File: config.mk
export PLATFORM = sky130hd
export DESIGN_NAME = onchip_mem_arbiter
export DESIGN_NICKNAME = d
export VERILOG_FILES = /design/src/rtl/onchip_mem_arbiter.sv
export SDC_FILE = /design/constraint.sdc
export NUM_CORES = 1
export LEC_CHECK = 0
export CAP_MARGIN = 10
export CORE_AREA = 8 8 99 101
export DETAILED_ROUTE_END_ITERATION = 7
export DIE_AREA = 0 0 107 109
export HOLD_SLACK_MARGIN = 0.1
export MAX_ROUTING_LAYER = met4
export PLACE_DENSITY = 0.83
export SETUP_SLACK_MARGIN = 0.3
export SLEW_MARGIN = 20
export SYNTH_ARGS = -nofsm -noshare
export SYNTH_HDL_FRONTEND = slang
export SYNTH_SLANG_ARGS = --single-unit
File: constraint.sdc
create_clock -name clk -period 9.25 [get_ports clk]
set_clock_uncertainty 0.1 [all_clocks]
set_input_delay 2.775 -clock clk [delete_from_list [all_inputs] [get_ports clk]]
set_output_delay 2.775 -clock clk [all_outputs]
set_load 0.1 [all_outputs]
File: src/rtl/onchip_mem_arbiter.sv
// Two-master arbiter onto one single-port on-chip RAM with alternating priority on contention.
// Reads return exactly one cycle after grant; out-of-range accesses are dropped, completed and counted.
module onchip_mem_arbiter #(
  parameter int          DEPTH    = 6050,
  parameter logic [31:0] OOR_DATA = 32'h0000_0000
) (
  input  logic        clk,
  input  logic        reset,
  input  logic [12:0] m0_address,
  input  logic        m0_read,
  input  logic        m0_write,
  input  logic [3:0]  m0_byteenable,
  input  logic [31:0] m0_writedata,
  output logic        m0_waitrequest,
  output logic [31:0] m0_readdata,
  output logic        m0_readdatavalid,
  input  logic [12:0] m1_address,
  input  logic        m1_read,
  input  logic        m1_write,
  input  logic [3:0]  m1_byteenable,
  input  logic [31:0] m1_writedata,
  output logic        m1_waitrequest,
  output logic [31:0] m1_readdata,
  output logic        m1_readdatavalid,
  output logic [12:0] mem_address,
  output logic [3:0]  mem_byteenable,
  output logic        mem_chipselect,
  output logic        mem_write,
  output logic [31:0] mem_writedata,
  output logic        mem_clken,
  input  logic [31:0] mem_readdata,
  output logic [15:0] oor_count
);

  localparam logic [13:0] DEPTH_W = 14'(DEPTH);

  logic        req0, req1;
  logic        grant0, grant1, granted;
  logic        last_grant;
  logic [12:0] sel_address;
  logic        sel_write;
  logic        in_range;
  logic        rd0, rd1;
  logic [1:0]  rd_pend;
  logic        rd_oor;
  logic [15:0] oor_q;

  assign req0 = m0_read | m0_write;
  assign req1 = m1_read | m1_write;

  // last_grant holds the id of the most recently granted master; the other one wins a tie.
  assign grant0  = ~reset & req0 & (~req1 | last_grant);
  assign grant1  = ~reset & req1 & ~grant0;
  assign granted = grant0 | grant1;

  assign m0_waitrequest = reset | (req0 & ~grant0);
  assign m1_waitrequest = reset | (req1 & ~grant1);

  assign sel_address = grant1 ? m1_address : m0_address;
  assign sel_write   = grant1 ? m1_write   : m0_write;
  assign in_range    = {1'b0, sel_address} < DEPTH_W;

  assign mem_address    = sel_address;
  assign mem_byteenable = grant1 ? m1_byteenable : m0_byteenable;
  assign mem_writedata  = grant1 ? m1_writedata  : m0_writedata;
  assign mem_chipselect = granted;
  assign mem_write      = granted & sel_write & in_range;
  assign mem_clken      = ~reset;

  // A request with both read and write high is a write only.
  assign rd0 = grant0 & m0_read & ~m0_write;
  assign rd1 = grant1 & m1_read & ~m1_write;

  always_ff @(posedge clk or posedge reset) begin
    if (reset) begin
      last_grant <= 1'b1;
      rd_pend    <= 2'b00;
      rd_oor     <= 1'b0;
      oor_q      <= 16'd0;
    end else begin
      if (granted)
        last_grant <= grant1;
      rd_pend <= {rd1, rd0};
      rd_oor  <= ~in_range;
      if (granted && !in_range && oor_q != 16'hFFFF)
        oor_q <= oor_q + 16'd1;
    end
  end

  assign m0_readdatavalid = rd_pend[0];
  assign m1_readdatavalid = rd_pend[1];
  assign m0_readdata      = rd_pend[0] ? (rd_oor ? OOR_DATA : mem_readdata) : 32'd0;
  assign m1_readdata      = rd_pend[1] ? (rd_oor ? OOR_DATA : mem_readdata) : 32'd0;
  assign oor_count        = oor_q;

endmodule

# Yosys cells after proc, flatten, opt, wreduce, memory -nomap -nowiden
# Index checks and enable logic that the tools add are counted.
[op_classes] add_sub_neg=1 mul=0 div=0 order_cmp=1 n_eq_ne=1 n_shift=0 muxes=7 bitwise_logic=25 n_reduce_logical=3
[op_table] operator="2-to-1 mux 32 bit" n=4
[op_table] operator="adder 16 x 1 -> 16 bit, second input constant" n=1
[op_table] operator="inequality test 16 bit, second input constant" n=1
[op_table] operator="< comparator 13 bit, second input constant" n=1
[op_table] operator="2-to-1 mux 13 bit" n=1
[op_table] operator="AND 1 bit" n=12
[op_table] operator="inverter 1 bit" n=7
[op_table] operator="OR 1 bit" n=6
[op_table] operator="2-to-1 mux 4 bit" n=1
[op_table] operator="logical AND 1 bit" n=2
[op_table] operator="logical NOT 1 bit" n=1
[op_table] operator="2-to-1 mux 1 bit" n=1
[word_totals] reg_bits=20 latchBits=0 mem_bits_rw=0 romBits=0 inputBits=136 out_inout_bits=136 elab_cells=42 n_memories=0

# Logic depth before layout (Yosys ltp)
[logic_depth] ltp_word=11 depth_mapped=8 mapped_depth_nobuf=6

# Worst setup path after synthesis
# Ideal clock, no wire load.
[synth_timing] path_kind="in2out" startpoint="input port m1_address[2]" endpoint="output port mem_write" arrival_ns=8.413 required_time_ns=6.375 setup_slack_ns=-2.038 cell_stages=5 n_path_buf=0 cell_sequence="o41ai_1 -> a21oi_1 -> o211a_1 -> a31o_2 -> a2111oi_0"
[synth_via] elab_chain_cells=3
[synth_lines] item="start: declaration" line_no="17" text="input logic [12:0] m1_address,"
[synth_lines] item="2-to-1 mux 13 bit" line_no="59" text="assign sel_address = grant1 ? m1_address : m0_address;"
[synth_lines] item="< comparator 13 bit" line_no="61" text="assign in_range = {1'b0, sel_address} < DEPTH_W;"
[synth_lines] item="AND 1 bit" line_no="67" text="assign mem_write = granted & sel_write & in_range;"
[synth_lines] item="end: declaration" line_no="28" text="output logic mem_write,"
# Every way passes these cells.

# Final worst setup path
# Ends and elaborated chain as after synthesis.

==> reports/summary.txt <==
register area share after synthesis: 23.1%
area delta synth->final: 125%
switching fraction of total power: 61.8%
internal power component: 0.000282 W
startpoint type of the worst setup path: input port
TNS Setup: 0 ns
number of top-level pins: 272
Filler cells: 766
core area: 8380 µm²
number of nets in the layout: 730
transition time at the pin with the least slew margin: 1.01 ns
post-detailed-route DRC marker count: 0
startpoint of the most critical setup path: m1_address[2]
most frequently used flop master after synthesis: sky130_fd_sc_hd__dfrtp_1
aggregate routed wire length: 11.6 mm
Synth Instances: 333
combinational share of power: 75.3%
CTS Sinks: 20
cell at the root of the clock tree: sky130_fd_sc_hd__clkbuf_8
total of cells resized after clock tree synthesis: 0
number of port buffers: 271
number of enable-type register cells in the synthesized netlist: 0
cell family with most CP delay: compound AO/OA/AOI/OAI gates
power share of the sequential group: 15.5%
routability congestion estimate: 0.861
clock network fraction of design power: 9.2%
HPWL after detailed placement: 10.2 mm
Clock Path Buffers: 2
top cells by count, synth: 150 x sky130_fd_sc_hd__nand2_1, 65 x sky130_fd_sc_hd__and2_1, 19 x sky130_fd_sc_hd__dfrtp_1
clock latency at the later pin of the worst-skew pair: 0.26 ns
headroom to the max-slew limit: 32.5%
capturing element type of the critical path: output port
slowest stage cell, crit path: sky130_fd_sc_hd__o211a_1
die area: 11700 µm²
end-of-flow core utilization: 58.5%
power density over cell area: 151 nW/µm²
count of antenna diodes in the layout: 0
via count: 3229
worst hold path class: flip-flop to flip-flop
biggest area consumer among synthesized cells: sky130_fd_sc_hd__nand2_1
remaining antenna violation count: 0
count of cells along the worst hold path: 1
required time at the endpoint of the critical path: 6.38 ns
CTS Buf Count: 3
die extent in x: 107 µm
detail-routed net length per standard cell: 16.5 µm
worst-path cell chain: clkdlybuf4s50_1 -> o41ai_1 -> a21oi_1 -> o211a_1 -> a31o_2 -> a2111oi_2 -> buf_12
source of the worst register-to-register timing path: last_grant
Highest Clock Rate: 0.124 GHz
cts hold-fix bufs: 0
total of endpoints with negative setup slack in the final report: 0
Leakage Power: 2.25 nW
die height: 109 µm
top-area cell type share of the netlist area: 25.9%
starting utilization of the core area: 25.9%
grt total ovfl: 0
fraction of layout instances using a drive strength above 1: 12.7%
first-pass detailed-route iteration total: 6
number of buffer and inverter instances along the worst setup path: 2
count of H-tree levels built during CTS: 1
CP Class: input port to output port
endpoint arrival time on the critical path: 5.22 ns
cell count of the worst reg-to-reg path: 6
IR drop worst, VDD: 0.129 mV
unrepaired setup endpoints after global routing: false
first-pass GRT wire length: 16.9 mm
final period demand of the worst path: 8.10 ns
startpoint of the most critical hold path: oor_count[15]
r2r endpoint: oor_count[4]
final max-slew violation count: 0
maximum number of pins on one net before global-route repair: 54
number of core rows: 34
post-synthesis sequential element count: 20
peak per-stage delay on the critical path: 0.45 ns
largest cells by area after synthesis: sky130_fd_sc_hd__nand2_1 26%, sky130_fd_sc_hd__dfrtp_1 22%, sky130_fd_sc_hd__and2_1 19%, sky130_fd_sc_hd__xnor2_1 4.4%, sky130_fd_sc_hd__clkbuf_1 2.8%
proportion of synthesized flip-flops having asynchronous set or reset: 100%
post-synth net total: 470
switching power: 0.000456 W
MaxCap Viol Count: 0
CTS tree: built
number of antenna violations at the first check in global routing: 0
part of the cycle the worst path needs: 87.5%
synthesized area per cell: 6.53 µm²
overall routing resource usage: 18.6%
warning count from the yosys run: 0
number of vias per cell after detailed routing: 4.61
Worst R2R Setup Slack: 6.78 ns
initial drt markers: 185
Hold Vio Cnt, Final: 0
end point of the worst hold path: oor_count[15]
peak fanout along the critical path: 16
Distinct cells, synth: 38
most common cell in the synthesized netlist: sky130_fd_sc_hd__nand2_1
number of global-route vias before repair: 3360
clock edge transition at the registers on the reported setup and hold paths: 0.08 ns
Setup Buffers After CTS: 0
outcome: finished clean
area of the mapped netlist: 2170 µm²
-- layout by cell type (no fill, tap or decap) --
| cell | Yosys | layout |
|---|---|---|
| sky130_fd_sc_hd__clkdlybuf4s50_1 | 0 | 218 |
| sky130_fd_sc_hd__nand2_1 | 150 | 150 |
| sky130_fd_sc_hd__and2_1 | 65 | 65 |
| sky130_fd_sc_hd__buf_4 | 0 | 56 |
| sky130_fd_sc_hd__dfrtp_1 | 19 | 19 |
| sky130_fd_sc_hd__xnor2_1 | 11 | 11 |
| sky130_fd_sc_hd__nor2_1 | 6 | 6 |
| sky130_fd_sc_hd__and3_1 | 6 | 6 |
| sky130_fd_sc_hd__o2111ai_1 | 6 | 6 |
| sky130_fd_sc_hd__inv_1 | 4 | 4 |
| sky130_fd_sc_hd__a21oi_1 | 4 | 4 |
| sky130_fd_sc_hd__nor2b_1 | 4 | 4 |
| sky130_fd_sc_hd__o211ai_2 | 4 | 4 |
| sky130_fd_sc_hd__clkbuf_8 | 0 | 4 |
| sky130_fd_sc_hd__mux2_2 | 3 | 3 |
| sky130_fd_sc_hd__o41ai_1 | 2 | 2 |
| sky130_fd_sc_hd__o211a_1 | 2 | 2 |
| sky130_fd_sc_hd__and4_1 | 2 | 2 |
| sky130_fd_sc_hd__nand3_1 | 2 | 2 |
| sky130_fd_sc_hd__o211ai_1 | 2 | 2 |
| sky130_fd_sc_hd__o21ai_0 | 2 | 2 |
| sky130_fd_sc_hd__and3b_1 | 2 | 2 |
| sky130_fd_sc_hd__o31ai_1 | 2 | 2 |
| sky130_fd_sc_hd__nand4_1 | 1 | 1 |
| sky130_fd_sc_hd__o21a_1 | 1 | 1 |
| sky130_fd_sc_hd__nor3_2 | 0 | 1 |
| sky130_fd_sc_hd__or3_1 | 1 | 1 |
| sky130_fd_sc_hd__a41oi_1 | 1 | 1 |
| sky130_fd_sc_hd__and4_4 | 1 | 1 |
| sky130_fd_sc_hd__o2111ai_2 | 1 | 1 |
| sky130_fd_sc_hd__mux2i_1 | 1 | 1 |
| sky130_fd_sc_hd__o2111a_1 | 1 | 1 |
| sky130_fd_sc_hd__xor2_1 | 1 | 1 |
| sky130_fd_sc_hd__a31o_2 | 1 | 1 |
| sky130_fd_sc_hd__a2111oi_2 | 0 | 1 |
| sky130_fd_sc_hd__o21ai_2 | 1 | 1 |
| sky130_fd_sc_hd__ha_1 | 1 | 1 |
| sky130_fd_sc_hd__dfstp_2 | 1 | 1 |
| sky130_fd_sc_hd__buf_12 | 0 | 1 |
-- layer usage --
metal	global-route usage [%]	vias to the layer above	wire length [µm]
li1	-	1598	-
met1	18.7	1440	4350
met2	35.3	181	6090
met3	4.67	10	972
met4	4.02	0	165
met5	-	-	0
-- through the flow --
step / hold slack (ns) / power, W / setup slack (ns) / cell area [µm²] / std cells
global placement: 0.382 / 0.000670 / 1.21 / 4840 / 696
floorplan: 0.432 / 0.000512 / 0.700 / 2180 / 333
detailed placement: 0.386 / 0.000675 / 1.14 / 4840 / 696
CTS: 0.397 / 0.000743 / 1.14 / 4900 / 700
global route: 0.429 / 0.000766 / 1.01 / 4900 / 700
finish: 0.393 / 0.000739 / 1.15 / 4900 / 700
-- cell type report --
type | instances | area [µm²] | area share [%]
Timing Repair Buffer | 275 | 2620 | 53.5
Tap cell | 108 | 135 | 2.76
Clock buffer | 4 | 55.1 | 1.12
Sequential cell | 20 | 502 | 10.2
Multi-Input combinational cell | 289 | 1570 | 32.0
Inverter | 4 | 15.0 | 0.306
-- worst register-to-register path, stage by stage (launching register included) --
cell                        delay [ns]
sky130_fd_sc_hd__dfstp_2          0.58
sky130_fd_sc_hd__o21a_1           0.17
sky130_fd_sc_hd__or3_1            0.15
sky130_fd_sc_hd__buf_4            0.44
sky130_fd_sc_hd__and4_4           0.48
sky130_fd_sc_hd__o2111ai_1        0.14
sky130_fd_sc_hd__mux2_2           0.30
-- cells by family after synthesis --
group                      count (synthesis)  share of synthesized area, %
and+or+nand+nor                          241                          51.9
xor gates and xnor gates                  12                          4.83
adders and majority gates                  1                         0.575
buffers and inverters                     24                          5.24
AOI/OAI and AO/OA                         31                          12.4
muxes                                      4                          2.01
DFF                                       20                          23.1
-- sequential cells by signal, indices dropped and copies added, names as in the netlist --
signal      cells
last_grant      1
rd_pend         2
rd_oor          1
oor_count      16
-- how the worst max path moves through the flow --
stage	depth (start not counted)	end	slack, ns
floorplan	5	mem_write	0.70
global placement	7	mem_write	1.21
detailed placement	7	mem_write	1.14
CTS	7	mem_write	1.14
global route	7	mem_write	1.01
finish	7	mem_write	1.15
-- power groups by stage --
stage	clock, W	sequential (W)	combinational [W]
after floorplan	0	0.000191	0.000321
after global placement	0	0.000115	0.000555
after detailed placement	0	0.000116	0.000559
after CTS	0.0000689	0.000114	0.000560
after global routing	0.0000738	0.000117	0.000576
final	0.0000679	0.000114	0.000556
No activity file was read; power rests on OpenSTA's default activity.
